$ cat config.mk
export PLATFORM = sky130hd
export DESIGN_NAME = scc_mem_arbiter_flat
export DESIGN_NICKNAME = d
export VERILOG_FILES = /design/src/rtl/scc_mem_pkg.sv /design/src/rtl/scc_mem_arbiter_if.sv /design/src/rtl/scc_mem_prio.sv /design/src/rtl/scc_mem_arbiter.sv /design/src/flat_wrapper.sv
export SDC_FILE = /design/constraint.sdc
export NUM_CORES = 1
export LEC_CHECK = 0
export CORE_AREA = 5 5 103 105
export DETAILED_ROUTE_END_ITERATION = 16
export DIE_AREA = 0 0 108 110
export DONT_BUFFER_PORTS = 1
export GPL_TIMING_DRIVEN = 0
export PLACE_DENSITY = 0.72
export REMOVE_ABC_BUFFERS = 1
export SLEW_MARGIN = 15
export SYNTH_ARGS = -nofsm -noshare
export SYNTH_HDL_FRONTEND = slang
export SYNTH_HIERARCHICAL = 1
export SYNTH_SLANG_ARGS = --single-unit
$ cat constraint.sdc
create_clock -name clk -period 1.5 [get_ports clk]
set_input_delay 0.15 -clock clk [delete_from_list [all_inputs] [get_ports clk]]
set_output_delay 0.15 -clock clk [all_outputs]
set_load 0.005 [all_outputs]
$ cat src/rtl/scc_mem_pkg.sv
// scc_mem_pkg: shared types and constants for the SCC unified memory arbiter.
//   state_t    : arbiter FSM states (IDLE/ISSUE/WAIT/RESP)
//   req_id_t   : requester identity (instruction fetch or data port)
//   MEM_LAT_*  : legal memory latency range and the wait-counter width
package scc_mem_pkg;

  typedef enum logic [1:0] {
    ST_IDLE  = 2'd0,
    ST_ISSUE = 2'd1,
    ST_WAIT  = 2'd2,
    ST_RESP  = 2'd3
  } state_t;

  typedef enum logic {
    REQ_IF = 1'b0,
    REQ_DM = 1'b1
  } req_id_t;

  localparam int unsigned MEM_LAT_MIN = 1;
  localparam int unsigned MEM_LAT_MAX = 4;
  localparam int unsigned LAT_CNT_W   = $clog2(MEM_LAT_MAX);

endpackage

$ cat src/rtl/scc_mem_arbiter_if.sv
// scc_mem_arbiter_if: request/response/memory bus of the SCC memory arbiter.
//   slave  modport : the arbiter side (takes requests, drives grants/responses
//                    and the memory strobe)
//   master modport : the core + memory side (drives requests and mem_rdata)
interface scc_mem_arbiter_if #(
  parameter int unsigned ADDR_W = 32,
  parameter int unsigned DATA_W = 32
) ();

  logic              if_req;
  logic [ADDR_W-1:0] if_addr;
  logic              if_gnt;
  logic              if_rvalid;
  logic [DATA_W-1:0] if_rdata;

  logic              dm_req;
  logic              dm_we;
  logic [ADDR_W-1:0] dm_addr;
  logic [DATA_W-1:0] dm_wdata;
  logic              dm_gnt;
  logic              dm_rvalid;
  logic [DATA_W-1:0] dm_rdata;

  logic              mem_en;
  logic              mem_we;
  logic [ADDR_W-1:0] mem_addr;
  logic [DATA_W-1:0] mem_wdata;
  logic [DATA_W-1:0] mem_rdata;

  logic              core_stall;
  logic              starve_force;

  modport slave (
    input  if_req, if_addr, dm_req, dm_we, dm_addr, dm_wdata, mem_rdata,
    output if_gnt, if_rvalid, if_rdata, dm_gnt, dm_rvalid, dm_rdata,
           mem_en, mem_we, mem_addr, mem_wdata, core_stall, starve_force
  );

  modport master (
    output if_req, if_addr, dm_req, dm_we, dm_addr, dm_wdata, mem_rdata,
    input  if_gnt, if_rvalid, if_rdata, dm_gnt, dm_rvalid, dm_rdata,
           mem_en, mem_we, mem_addr, mem_wdata, core_stall, starve_force
  );

endinterface

$ cat src/rtl/scc_mem_prio.sv
// scc_mem_prio: winner select between fetch and data plus the fetch
// starvation counter.
//   clk, rst         : clock, synchronous active-high reset
//   i_if_req/i_dm_req: pending requests
//   i_arb_en         : an arbitration is taken this cycle (arbiter idle)
//   o_winner         : requester that wins if an arbitration happens now
//   o_starve_force   : fetch priority currently forced
module scc_mem_prio
  import scc_mem_pkg::*;
#(
  parameter int unsigned STARVE_MAX = 4
) (
  input  logic    clk,
  input  logic    rst,
  input  logic    i_if_req,
  input  logic    i_dm_req,
  input  logic    i_arb_en,
  output req_id_t o_winner,
  output logic    o_starve_force
);

  localparam int unsigned CNT_W = $clog2(STARVE_MAX + 1);

  logic [CNT_W-1:0] r_starve_cnt;
  logic             w_force;

  assign w_force        = (r_starve_cnt >= CNT_W'(STARVE_MAX));
  assign o_starve_force = w_force;

  // Data wins by default; fetch wins when alone or when starvation forces it.
  always_comb begin
    o_winner = REQ_DM;
    if (i_if_req && (!i_dm_req || w_force)) begin
      o_winner = REQ_IF;
    end
  end

  // A data win against a pending fetch only happens while w_force is low,
  // so the increment saturates at STARVE_MAX by construction.
  always_ff @(posedge clk) begin
    if (rst) begin
      r_starve_cnt <= '0;
    end else if (i_arb_en && (i_if_req || i_dm_req)) begin
      if (o_winner == REQ_IF) begin
        r_starve_cnt <= '0;
      end else if (i_if_req) begin
        r_starve_cnt <= r_starve_cnt + 1'b1;
      end
    end
  end

endmodule

$ cat src/rtl/scc_mem_arbiter.sv
// scc_mem_arbiter: single-outstanding arbiter for the unified instruction/data
// memory port of the SCC core. Data has priority; a starvation counter forces
// a fetch after STARVE_MAX consecutive data wins against a pending fetch.
//   clk, rst : clock, synchronous active-high reset
//   bus      : fetch (if_*), data (dm_*), memory (mem_*) channels plus
//              core_stall and starve_force
module scc_mem_arbiter
  import scc_mem_pkg::*;
#(
  parameter int unsigned ADDR_W     = 32,
  parameter int unsigned DATA_W     = 32,
  parameter int unsigned MEM_LAT    = 1,
  parameter int unsigned STARVE_MAX = 4
) (
  input logic               clk,
  input logic               rst,
  scc_mem_arbiter_if.slave  bus
);

  if ((MEM_LAT < MEM_LAT_MIN) || (MEM_LAT > MEM_LAT_MAX)) begin : g_bad_lat
    $error("scc_mem_arbiter: MEM_LAT out of range");
  end

  state_t              r_state;
  req_id_t             r_id;
  logic                r_we;
  logic [ADDR_W-1:0]   r_addr;
  logic [DATA_W-1:0]   r_wdata;
  logic [LAT_CNT_W-1:0] r_lat_cnt;
  logic                r_if_gnt, r_dm_gnt;
  logic                r_if_rvalid, r_dm_rvalid;
  logic                r_mem_en, r_mem_we;
  logic [DATA_W-1:0]   r_if_rdata, r_dm_rdata;

  req_id_t             w_winner;
  logic                w_arb_en;
  logic                w_any_req;

  assign w_arb_en  = (r_state == ST_IDLE);
  assign w_any_req = bus.if_req || bus.dm_req;

  scc_mem_prio #(.STARVE_MAX(STARVE_MAX)) u_prio (
    .clk           (clk),
    .rst           (rst),
    .i_if_req      (bus.if_req),
    .i_dm_req      (bus.dm_req),
    .i_arb_en      (w_arb_en),
    .o_winner      (w_winner),
    .o_starve_force(bus.starve_force)
  );

  // Registered strobes are loaded on the transition into the state they
  // belong to, so gnt/mem_en are high during ISSUE and rvalid during RESP.
  always_ff @(posedge clk) begin
    if (rst) begin
      r_state     <= ST_IDLE;
      r_id        <= REQ_IF;
      r_we        <= 1'b0;
      r_addr      <= '0;
      r_wdata     <= '0;
      r_lat_cnt   <= '0;
      r_if_gnt    <= 1'b0;
      r_dm_gnt    <= 1'b0;
      r_if_rvalid <= 1'b0;
      r_dm_rvalid <= 1'b0;
      r_mem_en    <= 1'b0;
      r_mem_we    <= 1'b0;
      r_if_rdata  <= '0;
      r_dm_rdata  <= '0;
    end else begin
      r_if_gnt    <= 1'b0;
      r_dm_gnt    <= 1'b0;
      r_if_rvalid <= 1'b0;
      r_dm_rvalid <= 1'b0;
      r_mem_en    <= 1'b0;
      r_mem_we    <= 1'b0;
      case (r_state)
        ST_IDLE: begin
          if (w_any_req) begin
            r_id     <= w_winner;
            r_mem_en <= 1'b1;
            r_state  <= ST_ISSUE;
            if (w_winner == REQ_DM) begin
              r_we     <= bus.dm_we;
              r_addr   <= bus.dm_addr;
              r_wdata  <= bus.dm_wdata;
              r_mem_we <= bus.dm_we;
              r_dm_gnt <= 1'b1;
            end else begin
              r_we     <= 1'b0;
              r_addr   <= bus.if_addr;
              r_wdata  <= '0;
              r_if_gnt <= 1'b1;
            end
          end
        end
        ST_ISSUE: begin
          r_lat_cnt <= LAT_CNT_W'(MEM_LAT - 1);
          r_state   <= ST_WAIT;
        end
        ST_WAIT: begin
          if (r_lat_cnt == '0) begin
            if (r_id == REQ_IF) begin
              r_if_rdata  <= bus.mem_rdata;
              r_if_rvalid <= 1'b1;
            end else begin
              if (!r_we) begin
                r_dm_rdata <= bus.mem_rdata;
              end
              r_dm_rvalid <= 1'b1;
            end
            r_state <= ST_RESP;
          end else begin
            r_lat_cnt <= r_lat_cnt - 1'b1;
          end
        end
        ST_RESP: begin
          r_state <= ST_IDLE;
        end
        default: begin
          r_state <= ST_IDLE;
        end
      endcase
    end
  end

  assign bus.if_gnt    = r_if_gnt;
  assign bus.dm_gnt    = r_dm_gnt;
  assign bus.if_rvalid = r_if_rvalid;
  assign bus.dm_rvalid = r_dm_rvalid;
  assign bus.if_rdata  = r_if_rdata;
  assign bus.dm_rdata  = r_dm_rdata;
  assign bus.mem_en    = r_mem_en;
  assign bus.mem_we    = r_mem_we;
  assign bus.mem_addr  = r_addr;
  assign bus.mem_wdata = r_wdata;

  // Low in RESP so the core consumes rdata on the rvalid edge.
  assign bus.core_stall = (r_state == ST_ISSUE) || (r_state == ST_WAIT) ||
                          ((r_state == ST_IDLE) && w_any_req);

endmodule

$ cat src/flat_wrapper.sv
// flat-port wrapper written by rule: the top's interface ports become plain ports
module scc_mem_arbiter_flat import scc_mem_pkg::*;
#(
  parameter int unsigned ADDR_W     = 32,
  parameter int unsigned DATA_W     = 32,
  parameter int unsigned MEM_LAT    = 1,
  parameter int unsigned STARVE_MAX = 4
)
  (clk, rst, bus_if_req, bus_if_addr, bus_dm_req, bus_dm_we, bus_dm_addr, bus_dm_wdata, bus_mem_rdata, bus_if_gnt, bus_if_rvalid, bus_if_rdata, bus_dm_gnt, bus_dm_rvalid, bus_dm_rdata, bus_mem_en, bus_mem_we, bus_mem_addr, bus_mem_wdata, bus_core_stall, bus_starve_force);
  scc_mem_arbiter_if #(.ADDR_W(ADDR_W), .DATA_W(DATA_W)) bus_i ();
  input logic clk;
  input logic rst;
  input wire logic [$bits(bus_i.if_req)-1:0] bus_if_req;
  input wire logic [$bits(bus_i.if_addr)-1:0] bus_if_addr;
  input wire logic [$bits(bus_i.dm_req)-1:0] bus_dm_req;
  input wire logic [$bits(bus_i.dm_we)-1:0] bus_dm_we;
  input wire logic [$bits(bus_i.dm_addr)-1:0] bus_dm_addr;
  input wire logic [$bits(bus_i.dm_wdata)-1:0] bus_dm_wdata;
  input wire logic [$bits(bus_i.mem_rdata)-1:0] bus_mem_rdata;
  output wire logic [$bits(bus_i.if_gnt)-1:0] bus_if_gnt;
  output wire logic [$bits(bus_i.if_rvalid)-1:0] bus_if_rvalid;
  output wire logic [$bits(bus_i.if_rdata)-1:0] bus_if_rdata;
  output wire logic [$bits(bus_i.dm_gnt)-1:0] bus_dm_gnt;
  output wire logic [$bits(bus_i.dm_rvalid)-1:0] bus_dm_rvalid;
  output wire logic [$bits(bus_i.dm_rdata)-1:0] bus_dm_rdata;
  output wire logic [$bits(bus_i.mem_en)-1:0] bus_mem_en;
  output wire logic [$bits(bus_i.mem_we)-1:0] bus_mem_we;
  output wire logic [$bits(bus_i.mem_addr)-1:0] bus_mem_addr;
  output wire logic [$bits(bus_i.mem_wdata)-1:0] bus_mem_wdata;
  output wire logic [$bits(bus_i.core_stall)-1:0] bus_core_stall;
  output wire logic [$bits(bus_i.starve_force)-1:0] bus_starve_force;
  assign bus_i.if_req = bus_if_req;
  assign bus_i.if_addr = bus_if_addr;
  assign bus_i.dm_req = bus_dm_req;
  assign bus_i.dm_we = bus_dm_we;
  assign bus_i.dm_addr = bus_dm_addr;
  assign bus_i.dm_wdata = bus_dm_wdata;
  assign bus_i.mem_rdata = bus_mem_rdata;
  assign bus_if_gnt = bus_i.if_gnt;
  assign bus_if_rvalid = bus_i.if_rvalid;
  assign bus_if_rdata = bus_i.if_rdata;
  assign bus_dm_gnt = bus_i.dm_gnt;
  assign bus_dm_rvalid = bus_i.dm_rvalid;
  assign bus_dm_rdata = bus_i.dm_rdata;
  assign bus_mem_en = bus_i.mem_en;
  assign bus_mem_we = bus_i.mem_we;
  assign bus_mem_addr = bus_i.mem_addr;
  assign bus_mem_wdata = bus_i.mem_wdata;
  assign bus_core_stall = bus_i.core_stall;
  assign bus_starve_force = bus_i.starve_force;
  scc_mem_arbiter #(.ADDR_W(ADDR_W), .DATA_W(DATA_W), .MEM_LAT(MEM_LAT), .STARVE_MAX(STARVE_MAX)) u_core (.clk(clk), .rst(rst), .bus(bus_i));
endmodule
Word level (Yosys, flattened, before mapping)
Index checks and enable logic that the tools add are counted.
W data, S select, Z words.

storage, ports and cells
  word-level logic and storage cells = 65
  output and inout bits = 136
  register bits = 143
  input port bits = 133

operators by class
  equal/unequal tests = 6
  add/sub/neg operators = 2
  $lt $le $gt $ge = 1
  bitwise logic cells = 6
  reduce and logical (&&, ||, !) cells = 20
  multiplexer cells = 15

operators with widths
  kind                   count
  $mux W32               2
  $pmux W2 S4            1
  $reduce_and A2 Y1      4
  $mux W1                6
  $mux W2                3
  $mux W3                2
  $not A1 Y1             6
  $reduce_or A3 Y1       2
  $eq A2 B2 Y1 const B   2
  $logic_not A2 Y1       2
  $logic_or A1 B1 Y1     4
  $ne A2 B1 Y1 const B   2
  $pmux W2 S2            1
  $reduce_and A4 Y1      1
  $reduce_bool A2 Y1     2
  $add A3 B1 Y3 const B  1
  $ge A3 B3 Y1 const B   1
  $reduce_and A3 Y1      1
  $eq A2 B1 Y1 const B   1
  $logic_and A1 B1 Y1    2
  $ne A2 B2 Y1 const B   1
  $reduce_or A2 Y1       1
  $sub A2 B1 Y2 const B  1
  $logic_not A1 Y1       1

Longest topological paths before layout
Gate-level depths: netlist (run 1).

  word-level depth = 5
  depth in mapped cells = 7
  mapped depth without buffers = 5

By module
Netlist (run 1), hierarchy kept.

modules (own cells, without submodules)
  module           cells an instance  sequential area each (um^2)  area each (um^2)  instances
  scc_mem_arbiter  550                2,802.7                      5,185.0           1
  scc_mem_prio     21                 60.1                         203.9             1

Worst setup path before layout (run 1)
No wires, ideal clock.

  kind = reg-to-reg
  from = register u_core.r_state[0]
  to = register u_core.r_wdata[0] (netlist: u_core/bus.mem_wdata[0])
  path slack = 0.106 ns
  buffers on the path = 1
  clock period less this slack = 1.394 ns
  data required time = 1.443 ns
  setup time = 0.057 ns
  arrival = 1.337 ns
  cell stages (with the launch flop) = 7
  cell sequence = dfxtp_1 > inv_1 > ha_1 > o21ai_2 > nor3b_4 > buf_6 > a22o_2

between the ends
  cells in the longest elaborated chain, start to end = 2

ends and longest elaborated chain
  what                                RTL line               RTL
  start: declaration                  scc_mem_arbiter.sv:24  state_t r_state;
  start signal: assignment            scc_mem_arbiter.sv:56  r_state <= ST_IDLE;
  start signal: assignment            scc_mem_arbiter.sv:82  r_state <= ST_ISSUE;
  start signal: assignment            scc_mem_arbiter.sv:99  r_state <= ST_WAIT;
  $logic_not A2 Y1                    scc_mem_arbiter.sv:77  case (r_state)
  $reduce_and A2 Y1 (no source line)  n/a
  end signal: assignment              scc_mem_arbiter.sv:86  r_wdata <= bus.dm_wdata;
  end: declaration                    scc_mem_arbiter.sv:28  logic [DATA_W-1:0] r_wdata;

Every way passes these cells.
A chain may end at the register's enable or synchronous reset.

Final worst setup path (run 1)
  from = register u_core.r_state[1]
  to = register u_core.r_wdata[2] (netlist: u_core/bus.mem_wdata[2])

The elaborated chain is that of the path after synthesis.

==> results of run 1 <==
layer usage:
metal | vias to the layer above | track usage, %
met5 | - | 0
met2 | 282 | 48.80
met1 | 2218 | 27.01
met3 | 40 | 9.785
met4 | 0 | 12.71
li1 | 2095 | -
synth_stat cells:
library cell | number | share of area [%]
o21ai_0 | 2 | 0.19
nand4b_1 | 1 | 0.16
nand3b_1 | 1 | 0.14
nand3_1 | 2 | 0.19
clkbuf_1 | 10 | 0.70
dfxtp_1 | 143 | 53
nand4bb_1 | 2 | 0.42
nor3b_1 | 1 | 0.14
buf_2 | 17 | 1.6
nor2_2 | 1 | 0.12
ha_1 | 8 | 1.9
nor2_1 | 36 | 2.5
nor2b_1 | 4 | 0.46
and3b_1 | 1 | 0.16
nor3_1 | 2 | 0.19
o211ai_1 | 1 | 0.14
a211oi_1 | 32 | 4.5
inv_1 | 7 | 0.49
o21a_1 | 2 | 0.28
buf_4 | 9 | 1.3
o21ai_2 | 1 | 0.16
a22o_1 | 1 | 0.16
a21o_1 | 1 | 0.14
a21oi_1 | 67 | 6.2
or4b_1 | 1 | 0.19
clkbuf_4 | 1 | 0.14
dlygate4sd3_1 | 1 | 0.19
and2_1 | 2 | 0.23
or2b_1 | 2 | 0.28
nor3b_4 | 1 | 0.35
nand2_1 | 129 | 9.0
mux2i_1 | 36 | 6.7
nand2b_1 | 6 | 0.70
buf_6 | 3 | 0.63
buf_1 | 4 | 0.28
a22o_2 | 32 | 5.9
and4b_1 | 1 | 0.19
kinds of logic after synthesis:
kind of cell	Yosys count
fa+ha+maj	8
flops	143
buf+inv	52
mux	36
compound gates	139
simple gates	193
cells in the final DEF (no fill, tap or decap), types with 3 or more instances in the layout:
| cell | instances |
|---|---|
| a211oi_1 | 9 |
| a211oi_2 | 23 |
| a21oi_1 | 66 |
| a22o_2 | 32 |
| and4b_4 | 3 |
| buf_12 | 5 |
| buf_4 | 21 |
| buf_6 | 4 |
| buf_8 | 3 |
| clkbuf_16 | 20 |
| clkinv_2 | 4 |
| clkinvlp_4 | 3 |
| dfxtp_1 | 139 |
| dfxtp_2 | 3 |
| dlygate4sd3_1 | 39 |
| ha_1 | 4 |
| ha_4 | 3 |
| inv_1 | 5 |
| mux2i_1 | 35 |
| nand2_1 | 129 |
| nand2b_1 | 6 |
| nor2_1 | 35 |
| nor2_4 | 3 |
| nor2b_1 | 4 |
sequential cells by signal, indices dropped and copies added, names as in the netlist:
name,count
u_core/bus.dm_gnt,1
u_core/bus.dm_rdata,32
u_core/bus.dm_rvalid,1
u_core/bus.if_gnt,1
u_core/bus.if_rdata,32
u_core/bus.if_rvalid,1
u_core/bus.mem_addr,32
u_core/bus.mem_en,1
u_core/bus.mem_wdata,32
u_core/bus.mem_we,1
u_core/r_id,1
u_core/r_lat_cnt,2
u_core/r_state,2
u_core/r_we,1
u_core/u_prio/r_starve_cnt,3
through the flow:
step	area, µm²	instances	setup WS, ns	power (mW)
6_report	7034	775	-0.09877	12.89
5_1_grt	7034	775	-0.1346	13.43
4_1_cts	6695	764	-0.07409	12.09
3_5_place_dp	5378	663	-0.9896	7.494
3_3_place_gp	5299	659	-4.656	7.240
2_1_floorplan	5132	526	-3.614	6.809
worst max path at each step:
stage                             startpoint                  endpoint  slack [ns]  depth (start not counted)
2_1_floorplan  u_core/u_prio/r_starve_cnt[2]   u_core/bus.mem_wdata[0]       -3.61                          3
3_3_place_gp   u_core/u_prio/r_starve_cnt[2]  u_core/bus.mem_wdata[14]       -4.66                          3
3_5_place_dp               u_core/r_state[0]  u_core/bus.mem_wdata[23]       -0.99                          6
4_1_cts                    u_core/r_state[0]            bus_core_stall       -0.07                          4
5_1_grt                    u_core/r_state[0]   u_core/bus.mem_wdata[9]       -0.13                          8
6_report                   u_core/r_state[1]   u_core/bus.mem_wdata[2]        -0.1                          8
worst register-to-register path, stage by stage, from the launching register on:
cell	delay (ns)
dfxtp_2	0.33
inv_4	0.08
ha_4	0.15
buf_4	0.13
o21a_4	0.22
buf_12	0.16
nor2_4	0.03
buf_4	0.16
a22o_2	0.23
timing repair:
| item | CTS | global route |
|---|---|---|
| endpoints found under the setup margin | 132 | 116 |
| setup buffers | 22 | 8 |
| pin swaps | 8 | 26 |
| gates resized for setup | 22 | 44 |
| hold endpoints to repair | 143 | 106 |
| gates cloned | 9 | 5 |
where the power goes:
group / leakage, nW / switching (mW) / internal [mW] / total (mW)
clock network: 0.253 / 1.55 / 2.22 / 3.77
logic: 1.29 / 1.86 / 1.83 / 3.69
registers: 1.17 / 0.777 / 4.66 / 5.43
total: 2.71 / 4.19 / 8.70 / 12.9
cell type report:
type	count	area share [%]
sequential	143	40.80
multi-input combinational	384	36.21
clock inverter	10	1.281
tap	133	2.366
timing repair buffer	78	12.70
inverter	7	0.4447
clock buffer	20	6.190
==> run_results.csv, run 1 <==
group,metric,value,unit
outcome,outcome,"complete, but fails checks",
outcome,violations,"negative hold slack, negative setup slack",
sta,setup_viol,63,
synth,synth_warnings,6,
placement,place_congestion,0.7161,
hold_path,min_to,"u_core/bus.dm_rdata[16]",
sta,tightest_slew,0.4146,ns
synth,yosys.area_share.adder,1.857,%
detailed_routing,wl_met3,1.913,mm
final_layout,fin_util,73.66,%
sta,max_freq,625.5,MHz
sta,skew,0.008731,ns
final_layout,register_area,2870,µm²
flow_run,max_cap_violations,0,
clock_network,numClockSinks,143,
detailed_routing,wl_per_cell,22.52,µm
worst_setup_path,rr_endpoint,"u_core/bus.mem_wdata[2]",
detailed_routing,dr_wl_met2,9.216,mm
sta,rsz0062_at_grt,"true",
clock_network,cts_tree,"built",
grt,first_global_vias,4665,
hold_path,min_from,"rst",
clock_network,hold_buffers,40,
synth,syn_area,5389,µm²
detailed_routing,drt-met1-wl,5.807,mm
detailed_routing,drt_iter0_markers,267,
synth,synth_cell_types,37,
floorplanning,floorplan.initialDensity,56.43,%
grt,grt_max_degree,117,
detailed_routing,drc_errors,0,
floorplanning,die_h,110,µm
clock_network,clock_latency,0.52,ns
sta,fin_crit_sh,106.6,%
sta,finalHoldViolations,106,
sta,hold_slack,-0.2992,ns
hold_path,hp-class,"primary input to flip-flop",
worst_setup_path,cp_max_fo,8,
clock_network,htree_num_levels,4,
detailed_routing,viasPerCell,5.981,
final_layout,n_fill_cell,661,
synth,yosys.area_share.simple,15.39,%
worst_setup_path,rr_worst_depth,8,
synth,syn_avg_cell_area,9.438,µm²
worst_setup_path,cp.required,1.91,ns
detailed_routing,routed_wl,17.46,mm
sta,setup_tns,-2.609,ns
synth,synth_top_family_by_area,"compound AO/OA/AOI/OAI gates",
final_layout,drive_gt1_share,23.36,%
worst_setup_path,crit_buf_inv,4,
worst_setup_path,critPathTopFamily,"buffers and inverters",
hold_path,whs_path_depth,1,
power,power.density,1833,nW/µm²
synth,ys_seq_area_share,53.12,%
detailed_routing,highest_layer,"met4",
sta,worst_slack,-0.09877,ns
final_layout,nets,772,
floorplanning,core,9549,µm²
worst_setup_path,end_kind,"flip-flop",
final_layout,multi_input_area,2547,µm²
power,ir_worst_vdd,1.054,mV
clock_network,clk_pin_slew,0.06,ns
synth,synth.area.mux_share,6.687,%
final_layout,area_delta_synth_final,30.53,%
grt,grtUsageTotal,26.71,%
floorplanning,io_pins,269,
power,p_leak,2.715,nW
synth,synth_compound_area_share,17.69,%
detailed_routing,firstDrtPassIters,5,
worst_setup_path,crit_path_frequent_cell,"buf_4",
sta,slew_headroom,72.32,%
worst_setup_path,worstPathCellList,"inv_4 > ha_4 > buf_4 > o21a_4 > buf_12 > nor2_4 > buf_4 > a22o_2",
floorplanning,dieArea,11880,µm²
worst_setup_path,arrival,2.01,ns
sta,slew_viol_final,0,
synth,synthXorXnorAreaFrac,0,%
worst_setup_path,crit_slowest_cell,"dfxtp_2",
clock_network,numCtsBuffers,17,
worst_setup_path,rr_startpoint,"u_core/r_state[1]",
worst_setup_path,rrSetupSlack,-0.1,ns
placement,port_buffers,0,
clock_network,cts_root_buf,"clkbuf_8",
final_layout,diodes,0,
placement,dpl.hpwl,9.316,mm
detailed_routing,final_antenna_net_count,0,
floorplanning,placementRows,36,
worst_setup_path,slowest_delay,0.33,ns
detailed_routing,num_vias,4635,
sta,fin_crit,1.599,ns
synth,ys_ff_latch,143,
floorplanning,die_x,108,µm
synth,synthesis.instances,571,
grt,grt_overflow,0,
grt,antenna_found_initial,0,
clock_network,cts_buffer_depth,2,
worst_setup_path,worst-setup-path-type,"flip-flop to flip-flop",
worst_setup_path,cp-start-kind,"flip-flop",
grt,grt_pass1_wl,24.30,mm
(Power assumes the default switching activity.)
==> run 2: changes to the inputs <==
- CORE_AREA: 5 5 103 105 -> not set
- CORE_ASPECT_RATIO: not set -> 0.75
- CORE_MARGIN: not set -> 5
- CORE_UTILIZATION: not set -> 62
- DIE_AREA: 0 0 108 110 -> not set
- PLACE_DENSITY: 0.72 -> 0.78
==> run 2 against run 1 <==
Clock power grew 27%; maximum frequency grew 1.8%; global-route usage grew 2.1 points; the flow still finishes with violations (negative hold slack, negative setup slack); worst hold slack gained 0.11 ns; critical path depth shrank 2; critical endpoint is now u_core/bus.mem_addr[4]; sequential share of layout area grew 0.80 points; largest power group unchanged.
==> run_results.csv, run 2 (same netlist as run 1, synthesis figures left out) <==
group,metric,value,unit
floorplanning,placementRows,29,
clock_network,htree_num_levels,4,
power,ir_worst_vdd,1.474,mV
outcome,violations,"negative hold slack, negative setup slack",
final_layout,nets,757,
clock_network,clk_pin_slew,0.07,ns
worst_setup_path,cp_max_fo,13,
hold_path,whs_path_depth,1,
worst_setup_path,end_kind,"flip-flop",
worst_setup_path,arrival,1.87,ns
floorplanning,core,8454,µm²
sta,slew_headroom,68.69,%
final_layout,final_common_cell,"dfxtp_1",
placement,place_inst,639,
grt,grt_max_degree,116,
placement,postPlaceCellArea,5360,µm²
worst_setup_path,cp.required,1.79,ns
final_layout,fin_util,81.57,%
sta,max_freq,636.5,MHz
clock_network,cts_tree,"built",
worst_setup_path,worstPathCellList,"inv_4 > ha_4 > o21a_4 > buf_4 > nor2_1 > a211oi_1",
worst_setup_path,worst-setup-path-type,"flip-flop to flip-flop",
grt,first_global_vias,4427,
final_layout,area_delta_synth_final,27.98,%
worst_setup_path,crit_slowest_cell,"dfxtp_4",
worst_setup_path,slowest_delay,0.37,ns
floorplanning,dieArea,10680,µm²
final_layout,final_cell_mix,"dfxtp_1 (140), nand2_1 (128), a21oi_1 (61), dlygate4sd3_1 (37)",
sta,skew,0.01468,ns
power,power.density,1931,nW/µm²
sta,slew_viol_final,0,
sta,hold_slack,-0.1930,ns
detailed_routing,wl_per_cell,23.75,µm
floorplanning,io_pins,269,
worst_setup_path,rr_worst_depth,6,
grt,antenna_found_initial,1,
sta,setup_viol,16,
outcome,outcome,"complete, but fails checks",
placement,pre_cts_ws,-0.8003,ns
clock_network,numClockSinks,143,
clock_network,cts_buffer_depth,2,
clock_network,cts_root_buf,"clkbuf_16",
placement,place_congestion,0.7778,
clock_network,clock_latency,0.41,ns
detailed_routing,firstDrtPassIters,5,
grt,grtUsageTotal,28.81,%
detailed_routing,drc_errors,0,
final_layout,drive_gt1_share,19.11,%
placement,port_buffers,0,
sta,finalHoldViolations,105,
detailed_routing,routed_wl,17.51,mm
sta,fin_crit_sh,104.7,%
grt,grt_overflow,0,
floorplanning,floorplan.initialDensity,63.74,%
detailed_routing,drt_iter0_markers,475,
flow_run,max_cap_violations,0,
placement,dpl.hpwl,9.118,mm
floorplanning,die_h,90.74,µm
sta,fin_crit,1.571,ns
power,finalPower,13.32,mW
clock_network,numCtsBuffers,17,
hold_path,hp-class,"primary input to flip-flop",
floorplanning,die_x,117.7,µm
detailed_routing,num_vias,4610,
detailed_routing,viasPerCell,6.255,
worst_setup_path,cp-start-kind,"flip-flop",
grt,grt_pass1_wl,24.54,mm
sta,rsz0062_at_grt,"true",
final_layout,final_cells,737,
sta,worst_slack,-0.07121,ns
sta,setup_tns,-0.2741,ns
detailed_routing,final_antenna_net_count,0,
sta,tightest_slew,0.4685,ns
final_layout,stdcell_area,6897,µm²
power,p_leak,2.692,nW
## run 2: critical path, delay by kind of cell (launching register included)
| family | cells | cell delay, ns |
|---|---|---|
| AO/OA/AOI/OAI | 2 | 0.55 |
| buffers and inverters | 2 | 0.30 |
| adder cells (fa/ha/maj) | 1 | 0.15 |
| flip-flops | 1 | 0.37 |
| AND/OR/NAND/NOR | 1 | 0.08 |
## run 2: worst paths after layout
path                             from  slack, ns                       to
hold / removal                    rst      -0.19  u_core/bus.mem_addr[15]
setup / recovery    u_core/r_state[1]      -0.07   u_core/bus.mem_addr[4]
hold reg to reg   u_core/r_lat_cnt[0]       0.47      u_core/r_lat_cnt[0]
setup reg to reg    u_core/r_state[1]      -0.07   u_core/bus.mem_addr[4]
## run 2: cell type report
type / instances / area [µm²]
Sequential cell: 143 / 2869
Multi-Input combinational cell: 382 / 2464
Fill cell: 473 / 1558
Timing Repair Buffer: 65 / 733.2
Clock buffer: 18 / 429.2
Clock inverter: 13 / 232.7
Tap cell: 108 / 135.1
Inverter: 7 / 31.28
Antenna cell: 1 / 2.502
## run 2: timing repair
| action | CTS | global route |
|---|---|---|
| gates cloned | 5 | 5 |
| pin swaps | 5 | 7 |
| hold endpoints to repair | 142 | 106 |
| gates resized for setup | 18 | 28 |
| buffers inserted | 12 | 7 |
| hold buffers | 36 | 1 |
| setup endpoints to repair | 127 | 101 |
## run 2: routing by layer
| metal | global-route usage, % | vias up | routed length [µm] |
|---|---|---|---|
| met4 | 9.074 | 0 | 416 |
| met5 | 0 | - | 0 |
| li1 | - | 2071 | - |
| met1 | 30.24 | 2224 | 6142 |
| met3 | 13.65 | 37 | 1900 |
| met2 | 51.04 | 278 | 9046 |
## run 2: where the power goes
| part | switching (mW) | internal [mW] |
|---|---|---|
| clock | 1.64 | 3.12 |
| combinational | 1.66 | 1.44 |
| sequential | 0.793 | 4.66 |
| total | 4.09 | 9.23 |
==> run 3: changes to the inputs <==
- CAP_MARGIN: not set -> 20
- CELL_PAD_IN_SITES_DETAIL_PLACEMENT: not set -> 1
- CELL_PAD_IN_SITES_GLOBAL_PLACEMENT: not set -> 1
- CORE_UTILIZATION: 62 -> 45
- PLACE_DENSITY: 0.78 -> not set
- PLACE_DENSITY_LB_ADDON: not set -> 0.1
==> run 3 against run 2 <==
The flow still finishes with violations (negative hold slack, negative setup slack); clock skew is 0.0012 ns lower; total power fell by 1.8%; worst hold slack better by 0.0045 ns; clock power decreased by 11%; setup slack better by 0.036 ns; routed wire length up 9.2%; via count shrank 1.8%; global-route usage decreased by 4.7 points; maximum frequency is 2.4% higher; flip-flop and latch count unchanged; final area grew 2.6%; sequential share of layout area down 1.0 points.
==> run_results.csv, run 3 (same netlist as run 1, synthesis figures left out) <==
group,metric,value,unit
outcome,outcome,"complete, but fails checks",
outcome,violations,"negative hold slack, negative setup slack",
detailed_routing,drt_iter0_markers,266,
sta,worst_slack,-0.03509,ns
worst_setup_path,end_kind,"output port",
floorplanning,die_h,104.8,µm
clock_network,htree_num_levels,4,
sta,slew_headroom,72.20,%
placement,dpl.hpwl,10.60,mm
grt,first_global_vias,4663,
power,p_leak,2.759,nW
power,clockPowerShare,32.6,%
worst_setup_path,worst-setup-path-type,"flip-flop to output port",
detailed_routing,firstDrtPassIters,4,
sta,slew_viol_final,0,
placement,port_buffers,0,
power,ir_worst_vdd,0.9499,mV
sta,skew,0.01345,ns
detailed_routing,drc_errors,0,
hold_path,hp-class,"primary input to flip-flop",
grt,antenna_found_initial,0,
clock_network,numCtsBuffers,17,
worst_setup_path,cp_max_fo,4,
power,power.internal,8.810,mW
detailed_routing,final_antenna_net_count,0,
sta,fin_crit,1.535,ns
grt,grt_overflow,0,
clock_network,cts_root_buf,"clkbuf_16",
worst_setup_path,crit_slowest_cell,"dfxtp_2",
grt,grtUsageTotal,24.09,%
final_layout,final_common_cell,"dfxtp_1",
sta,rsz0062_at_grt,"true",
detailed_routing,num_vias,4525,
floorplanning,io_pins,269,
clock_network,cts_tree,"built",
grt,grt_max_degree,115,
power,power.switching,4.261,mW
final_layout,diodes,0,
final_layout,nets,772,
final_layout,final_cell_mix,"dfxtp_1 (139), nand2_1 (129), a21oi_1 (66), dlygate4sd3_1 (39), nor2_1 (36)",
final_layout,n_fill_cell,1234,
flow_run,max_cap_violations,0,
clock_network,clk_pin_slew,0.06,ns
sta,setup_viol,13,
power,seqPwrFrac,41.9,%
worst_setup_path,rrSetupSlack,-0.02,ns
floorplanning,dieArea,14290,µm²
final_layout,area_delta_synth_final,31.32,%
worst_setup_path,cp-start-kind,"flip-flop",
placement,place_congestion,0.7257,
detailed_routing,viasPerCell,5.614,
final_layout,fin_util,60.71,%
worst_setup_path,arrival,1.39,ns
power,power.density,1847,nW/µm²
floorplanning,placementRows,34,
clock_network,numClockSinks,143,
floorplanning,die_x,136.4,µm
worst_setup_path,worstPathCellList,"inv_4 > ha_4 > o21ai_4 > or2b_1",
detailed_routing,routed_wl,19.12,mm
final_layout,stdcell_area,7077,µm²
detailed_routing,wl_per_cell,23.73,µm
clock_network,cts_buffer_depth,2,
floorplanning,core,11660,µm²
worst_setup_path,cp.required,1.35,ns
grt,grt_pass1_wl,26.54,mm
final_layout,drive_gt1_share,20.50,%
power,power_frac_comb,25.5,%
power,switching_share,32.60,%
sta,max_freq,651.4,MHz
worst_setup_path,slowest_delay,0.36,ns
placement,postPlaceCellArea,5459,µm²
sta,finalHoldViolations,104,
clock_network,clock_latency,0.41,ns
floorplanning,floorplan.initialDensity,46.23,%
power,finalPower,13.07,mW
sta,fin_crit_sh,102.3,%
sta,tightest_slew,0.4165,ns
sta,hold_slack,-0.1885,ns
[run 3: through the flow]
| stage | cells | setup TNS [ns] | setup WS (ns) |
|---|---|---|---|
| after floorplan | 526 | -236.42 | -3.614 |
| after global placement | 688 | -348.11 | -4.709 |
| after detailed placement | 694 | -52.84 | -0.8330 |
| after CTS | 795 | -0.04412 | -0.03659 |
| after global routing | 806 | -2.122 | -0.09315 |
| final | 806 | -0.1819 | -0.03509 |
[run 3: layout make-up]
class	instances	area, µm²	area share, %
clock buffers	18	439.2	6.206
clock inverters	14	156.4	2.210
inverters	7	31.28	0.4420
multi-input cells	382	2440	34.48
flip-flops and latches	143	2873	40.59
well taps	162	202.7	2.864
repair buffers	80	934.6	13.21
[run 3: power groups by stage]
stage,clock network [mW],registers [mW],logic (mW)
final,4.26,5.48,3.34
after global routing,4.48,5.56,3.61
after CTS,4.30,5.45,2.88
after detailed placement,0,5.49,2.13
after global placement,0,5.40,1.92
after floorplan,0,5.20,1.61
[run 3: critical path: cells and delay by family, from the launching register on]
kind / cells / cell delay, ns
buffers and inverters: 1 / 0.06
and+or+nand+nor: 1 / 0.29
AOI/OAI and AO/OA: 1 / 0.09
adders and majority gates: 1 / 0.17
DFF: 1 / 0.36
[run 3: worst paths after layout]
kind | startpoint | to | depth (start not counted)
setup reg to reg | u_core/u_prio/r_starve_cnt[2] | u_core/bus.mem_wdata[6] | 6
hold / removal | rst | u_core/bus.mem_addr[6] | 1
setup / recovery | u_core/r_state[0] | bus_core_stall | 4
hold reg to reg | u_core/bus.if_rdata[22] | u_core/bus.if_rdata[22] | 2
[run 3: timing repair]
action / CTS / global route
pin swaps: 8 / 3
gates resized for setup: 18 / 27
hold buffers: 38 / 2
cloned: 6 / 6
endpoints found under the hold margin: 142 / 106
buffers inserted: 25 / 5
endpoints found under the setup margin: 124 / 115
[run 3: per-layer routing]
| metal | track usage, % | up-vias | wire length [µm] |
|---|---|---|---|
| met5 | 0 | - | 0 |
| met4 | 7.698 | 0 | 216 |
| met3 | 9.942 | 15 | 1785 |
| met2 | 41.94 | 182 | 9818 |
| met1 | 26.69 | 2226 | 7304 |
| li1 | - | 2102 | - |
